===== src/rtl/ps2_host_tx.sv =====
// PS/2 host-to-device transmitter: inhibit, request-to-send, clocked-out frame, ACK check.
// Line drivers are active-high pull-low enables for external open-drain buffers.
module ps2_host_tx #(
    parameter int unsigned INHIBIT_CYCLES   = 2838,
    parameter int unsigned REQ_SETUP_CYCLES = 32,
    parameter int unsigned TIMEOUT_CYCLES   = 425000
) (
    input  logic       clk,
    input  logic       reset,
    input  logic       ps2_clk_in,
    input  logic       ps2_data_in,
    output logic       ps2_clk_oe,
    output logic       ps2_data_oe,
    input  logic [7:0] tx_data,
    input  logic       tx_start,
    output logic       busy,
    output logic       tx_done,
    output logic       tx_error
);

    localparam int unsigned PH_CYCLES = (INHIBIT_CYCLES > REQ_SETUP_CYCLES) ?
                                        INHIBIT_CYCLES : REQ_SETUP_CYCLES;
    localparam int unsigned PH_W = $clog2(PH_CYCLES);
    localparam int unsigned TO_W = $clog2(TIMEOUT_CYCLES);

    typedef enum logic [2:0] {
        IDLE,
        INHIBIT,
        REQ,
        SHIFT,
        PARITY,
        STOP,
        ACK,
        WAIT_IDLE
    } state_t;

    state_t          state;
    logic [PH_W-1:0] phase_cnt;
    logic [TO_W-1:0] to_cnt;
    logic [2:0]      bit_idx;
    logic [7:0]      tx_byte;
    logic            par;
    logic            ok;

    logic clk_s1, clk_s2, clk_d;
    logic data_s1, data_s2;
    logic fall;

    // Two-flop synchronizers plus one delay stage for falling-edge detection
    always_ff @(posedge clk) begin
        if (reset) begin
            clk_s1  <= 1'b1;
            clk_s2  <= 1'b1;
            clk_d   <= 1'b1;
            data_s1 <= 1'b1;
            data_s2 <= 1'b1;
        end else begin
            clk_s1  <= ps2_clk_in;
            clk_s2  <= clk_s1;
            clk_d   <= clk_s2;
            data_s1 <= ps2_data_in;
            data_s2 <= data_s1;
        end
    end

    assign fall = clk_d & ~clk_s2;

    always_ff @(posedge clk) begin
        if (reset) begin
            state       <= IDLE;
            phase_cnt   <= '0;
            to_cnt      <= '0;
            bit_idx     <= '0;
            tx_byte     <= '0;
            par         <= 1'b0;
            ok          <= 1'b0;
            ps2_clk_oe  <= 1'b0;
            ps2_data_oe <= 1'b0;
            busy        <= 1'b0;
            tx_done     <= 1'b0;
            tx_error    <= 1'b0;
        end else begin
            tx_done  <= 1'b0;
            tx_error <= 1'b0;
            case (state)
                IDLE: begin
                    if (tx_start) begin
                        tx_byte    <= tx_data;
                        par        <= ~^tx_data;
                        busy       <= 1'b1;
                        ps2_clk_oe <= 1'b1;
                        phase_cnt  <= '0;
                        state      <= INHIBIT;
                    end
                end
                INHIBIT: begin
                    if (phase_cnt == PH_W'(INHIBIT_CYCLES - 1)) begin
                        phase_cnt   <= '0;
                        ps2_data_oe <= 1'b1;
                        state       <= REQ;
                    end else begin
                        phase_cnt <= phase_cnt + PH_W'(1);
                    end
                end
                REQ: begin
                    if (phase_cnt == PH_W'(REQ_SETUP_CYCLES - 1)) begin
                        phase_cnt  <= '0;
                        ps2_clk_oe <= 1'b0;
                        to_cnt     <= '0;
                        bit_idx    <= '0;
                        state      <= SHIFT;
                    end else begin
                        phase_cnt <= phase_cnt + PH_W'(1);
                    end
                end
                default: begin
                    // Device-clocked phase; the timeout wins over a same-cycle edge
                    if (to_cnt == TO_W'(TIMEOUT_CYCLES - 1)) begin
                        to_cnt      <= '0;
                        ps2_clk_oe  <= 1'b0;
                        ps2_data_oe <= 1'b0;
                        busy        <= 1'b0;
                        tx_error    <= 1'b1;
                        state       <= IDLE;
                    end else begin
                        to_cnt <= to_cnt + TO_W'(1);
                        case (state)
                            SHIFT: begin
                                if (fall) begin
                                    ps2_data_oe <= ~tx_byte[bit_idx];
                                    if (bit_idx == 3'd7) begin
                                        state <= PARITY;
                                    end else begin
                                        bit_idx <= bit_idx + 3'd1;
                                    end
                                end
                            end
                            PARITY: begin
                                if (fall) begin
                                    ps2_data_oe <= ~par;
                                    state       <= STOP;
                                end
                            end
                            STOP: begin
                                if (fall) begin
                                    ps2_data_oe <= 1'b0;
                                    state       <= ACK;
                                end
                            end
                            ACK: begin
                                if (fall) begin
                                    ok    <= ~data_s2;
                                    state <= WAIT_IDLE;
                                end
                            end
                            WAIT_IDLE: begin
                                if (clk_s2 && data_s2) begin
                                    tx_done  <= ok;
                                    tx_error <= ~ok;
                                    busy     <= 1'b0;
                                    state    <= IDLE;
                                end
                            end
                            default: ;
                        endcase
                    end
                end
            endcase
        end
    end

endmodule

===== config.mk =====
export PLATFORM = sky130hd
export DESIGN_NAME = ps2_host_tx
export DESIGN_NICKNAME = d
export VERILOG_FILES = /design/src/rtl/ps2_host_tx.sv
export SDC_FILE = /design/constraint.sdc
export NUM_CORES = 1
export LEC_CHECK = 0
export CAP_MARGIN = 15
export CORE_ASPECT_RATIO = 0.75
export CORE_MARGIN = 2
export CORE_UTILIZATION = 50
export CTS_CLUSTER_DIAMETER = 120
export DETAILED_ROUTE_END_ITERATION = 6
export PLACE_DENSITY = 0.72
export SETUP_SLACK_MARGIN = 0.15
export SYNTH_ARGS = -nofsm -noshare
export SYNTH_HDL_FRONTEND = slang
export SYNTH_SLANG_ARGS = --single-unit

===== constraint.sdc =====
create_clock -name clk -period 2.15 [get_ports clk]
set_clock_uncertainty 0.1 [all_clocks]
set_input_delay 0.43 -clock clk [delete_from_list [all_inputs] [get_ports clk]]
set_output_delay 0.43 -clock clk [all_outputs]
set_load 0.05 [all_outputs]

==> flow_summary.rst <==
.. list-table::
   :header-rows: 1

   * - Metric
     - Value
   * - Synthesized netlist cell count
     - 340
   * - Width of the die
     - 90.7 um
   * - Number of iterations in the first detailed-routing pass
     - 5
   * - # H-tree levels
     - 3
   * - Area inside the core boundary
     - 5380 um2
   * - Data required time of the worst path
     - 2.32 ns
   * - Number of synthesized flops with an enable pin
     - 0
   * - Result of the run
     - completed
   * - Area of combinational cells with multiple inputs
     - 1700 um2
   * - Total number of vias
     - 2,470
   * - Most crowded layer after global routing
     - met2
   * - Largest net degree at the start of global routing
     - 21
   * - Clock-pin slew of the registers on the worst-case setup and hold paths
     - around 0.060 ns
   * - Post-detail-place hpwl
     - 4.38 mm
   * - Buffer cell driving the clock tree root
     - sky130_fd_sc_hd__clkbuf_8
   * - GR Layer Usage met3
     - 0.0710
   * - Routability Congestion
     - ~0.88
   * - Setup Viol. Count Final
     - 0
   * - Via count of the first global-routing pass
     - between 2,000 and 2,500
   * - Proportion of layout cells with a drive suffix above 1
     - 0.214
   * - Area taken by flip-flops and latches
     - between 1000 and 1500 um2
   * - Total DRC errors in the routed layout
     - 0
   * - Slew HR
     - 0.643
   * - Highest-count cells in the layout ignoring fill and taps
     - sky130_fd_sc_hd__dfxtp_1 (50), sky130_fd_sc_hd__nor2_1 (47), sky130_fd_sc_hd__nand2_1 (47), sky130_fd_sc_hd__buf_4 (27), sky130_fd_sc_hd__xnor2_1 (22)
   * - Post-Synthesis Cell Area
     - 2820 um2
   * - Final core area utilization
     - 0.662
   * - Routed wirelength normalized by instance count
     - 13.9 um
   * - Portion of the post-synthesis area used by sequential elements
     - 0.405
   * - Number of filler cells placed in the layout
     - 471
   * - Worst hold path class
     - reg -> reg
   * - Mean Syn Cell Area
     - 8.29 um2
   * - Max Fclk
     - roughly 480 MHz
   * - Number of port buffers
     - 17
   * - CTS Sinks
     - 57
   * - Min-Delay Path Depth
     - 1
   * - Number of max-cap violations
     - 0
   * - Data arrival, critical path
     - 2.24 ns
   * - Detail Route Antenna Nets
     - 0
   * - Gr ovfl total
     - 0
   * - Synth Flop Type
     - sky130_fd_sc_hd__dfxtp_1
   * - Async SR Flop Fraction
     - 0
   * - Worst setup SP type
     - flop
   * - Vert. Die Dim
     - around 70 um
   * - Post-Place Cells
     - between 400 and 500
   * - Final Cycle Share
     - 0.963
   * - Source-to-sink clock delay at the later pin of the worst-skew pair
     - 0.34 ns
   * - Row count
     - 23
   * - Unique cell type count in the Yosys netlist
     - 49
   * - Syn_nets
     - 358
   * - Number of nets in the final layout
     - 401
   * - Max-slew violation count
     - 0
   * - Drt total wl
     - 6.42 mm
   * - Power per cell area
     - about 740 nW/um2
   * - Met2 capacity usage during global routing
     - 0.324
   * - Instance area after placement
     - 3220 um2
   * - Actual transition at the worst max-transition pin
     - 0.534 ns
   * - Area growth syn-to-layout
     - 26.5%
   * - Number of ports placed on the die boundary
     - 18
   * - ANT cells
     - 0
   * - Total of flip-flops plus latches after synthesis
     - 57
   * - Number of hold-slack violations in the final timing report
     - 0
   * - Initial standard-cell utilization of the core
     - 0.524
   * - Crit Path Class
     - reg -> reg
   * - Global Route Usage Sum
     - 0.216
   * - Static leakage
     - roughly 1.3 nW
   * - Highest net fanout along the worst path
     - 4
   * - Number of antenna violations at the first check in global routing
     - 0
   * - Final Hold Slack
     - 0.310 ns
   * - Average via count per standard cell
     - approximately 5.3
   * - Final total power
     - roughly 0.0026 W
   * - Number of buffers created by CTS
     - 9
   * - Maximum vdd drop
     - 602 uV
   * - Non-Filler Instances
     - 463
   * - Setup repair after global routing missed its margin
     - true
   * - Die footprint
     - 6260 um2
   * - DR iter-0 viols
     - between 150 and 200
   * - Maximum buffer depth of the clock tree
     - 2
   * - CTS tree
     - yes
   * - Nature of the critical path endpoint
     - flop
   * - GR Util met1
     - 0.291
   * - Total of warnings raised by yosys
     - 0
   * - Most common cell after layout, fill and taps aside
     - sky130_fd_sc_hd__dfxtp_1
   * - Wire length of the first global-routing pass
     - 10.8 mm
   * - Final critical-path required period
     - slightly above 2 ns
   * - Design Area, Final
     - about 3600 um2
   * - Length in cells of the worst reg-to-reg path
     - 7
==> worst paths after layout <==
path                                start                 endpoint  slack (ns)
setup / recovery  bit_idx[1]$_SDFFE_PP0P_  bit_idx[0]$_SDFFE_PP0P_        0.08
hold / removal          clk_s1$_SDFF_PP1_        clk_s2$_SDFF_PP1_        0.31
setup reg to reg  bit_idx[1]$_SDFFE_PP0P_  bit_idx[0]$_SDFFE_PP0P_        0.08
hold reg to reg         clk_s1$_SDFF_PP1_        clk_s2$_SDFF_PP1_        0.31
==> synthesized netlist by cell type, types with 2 or more instances <==
master | number | share of area
sky130_fd_sc_hd__dfxtp_1 | 57 | 0.40
sky130_fd_sc_hd__nand3_1 | 12 | 0.021
sky130_fd_sc_hd__or2_2 | 8 | 0.018
sky130_fd_sc_hd__a21o_1 | 2 | 0.0053
sky130_fd_sc_hd__xor2_1 | 11 | 0.034
sky130_fd_sc_hd__buf_2 | 8 | 0.014
sky130_fd_sc_hd__nor2_1 | 47 | 0.063
sky130_fd_sc_hd__and4_1 | 5 | 0.016
sky130_fd_sc_hd__a21oi_1 | 21 | 0.037
sky130_fd_sc_hd__inv_1 | 7 | 0.0093
sky130_fd_sc_hd__o21ai_0 | 3 | 0.0053
sky130_fd_sc_hd__nor3b_1 | 2 | 0.0053
sky130_fd_sc_hd__o21ai_1 | 2 | 0.0036
sky130_fd_sc_hd__nand4_1 | 10 | 0.022
sky130_fd_sc_hd__nand2b_1 | 3 | 0.0067
sky130_fd_sc_hd__or3_1 | 3 | 0.0067
sky130_fd_sc_hd__o211ai_1 | 2 | 0.0053
sky130_fd_sc_hd__nor3_1 | 14 | 0.025
sky130_fd_sc_hd__and3_1 | 4 | 0.0089
sky130_fd_sc_hd__mux2i_1 | 2 | 0.0071
sky130_fd_sc_hd__and2_1 | 5 | 0.011
sky130_fd_sc_hd__xnor2_1 | 22 | 0.068
sky130_fd_sc_hd__clkbuf_1 | 5 | 0.0067
sky130_fd_sc_hd__nor2b_1 | 8 | 0.018
sky130_fd_sc_hd__mux4_2 | 2 | 0.016
sky130_fd_sc_hd__ha_1 | 5 | 0.022
sky130_fd_sc_hd__nand2_1 | 48 | 0.064
==> cell families (layout without fill, tap and decap cells) <==
| family | after synthesis | after routing | share of synthesized area |
|---|---|---|---|
| XOR/XNOR | 33 | 33 | 0.103 |
| adder cells (fa/ha/maj) | 5 | 5 | 0.0222 |
| flip-flops | 57 | 57 | 0.405 |
| multiplexers | 4 | 4 | 0.0231 |
| AND/OR/NAND/NOR | 177 | 177 | 0.316 |
| buffers and inverters | 20 | 68 | 0.0302 |
| AO/OA/AOI/OAI | 44 | 44 | 0.101 |
==> layer usage <==
metal  vias to the layer above  wire (um)
met5                         -          0
met4                         0         81
met3                         8        322
met2                        60       2840
met1                      1151       3170
li1                       1251          -
==> area by class of cell <==
cell class                 instances  share of cell area
clock buffer                      11              0.0397
clock inverter                     5              0.0154
inverter                           7             0.00737
multi-input combinational        263               0.477
sequential                        57               0.323
tap                               75              0.0263
timing repair buffer              45               0.111
==> through the flow <==
stage                     setup slack (ns)   TNS, ns
final                               0.0792         0
after global routing              -0.00297  -0.00297
after CTS                           0.0240         0
after detailed placement           -0.0513   -0.0513
after global placement              0.0136         0
after floorplan                      0.154         0
==> worst max-delay path, cell delays in order (launching register included) <==
cell and delay (ns):
sky130_fd_sc_hd__dfxtp_1 0.35, sky130_fd_sc_hd__ha_1 0.21, sky130_fd_sc_hd__ha_1 0.20, sky130_fd_sc_hd__nor2_1 0.13
sky130_fd_sc_hd__o31ai_1 0.09, sky130_fd_sc_hd__a2111o_1 0.46, sky130_fd_sc_hd__or3b_1 0.36, sky130_fd_sc_hd__a21oi_1 0.12
==> power by group <==
group	internal, W	leakage (nW)	switching [W]
sequential	0.00111	0.467	0.0000491
combinational	0.000219	0.779	0.000277
clock	0.000562	0.0953	0.000426
total	0.00189	1.34	0.000752
==> flip-flops by register name, summed over array words and instances (netlist names) <==
signal	cells
clk_s1	1
par	1
state	3
clk_s2	1
to_cnt	19
tx_done	1
ps2_data_oe	1
data_s1	1
ps2_clk_oe	1
phase_cnt	12
clk_d	1
busy	1
ok	1
bit_idx	3
data_s2	1
tx_error	1
tx_byte	8
==> timing repair <==
item / in CTS / in global routing
pin swaps: 6 / 5
hold buffers: 0 / 0
resized for setup: 11 / 22
setup buffers: 3 / 3
setup endpoints to repair: 10 / 39
No activity file was read; power rests on OpenSTA's default activity.
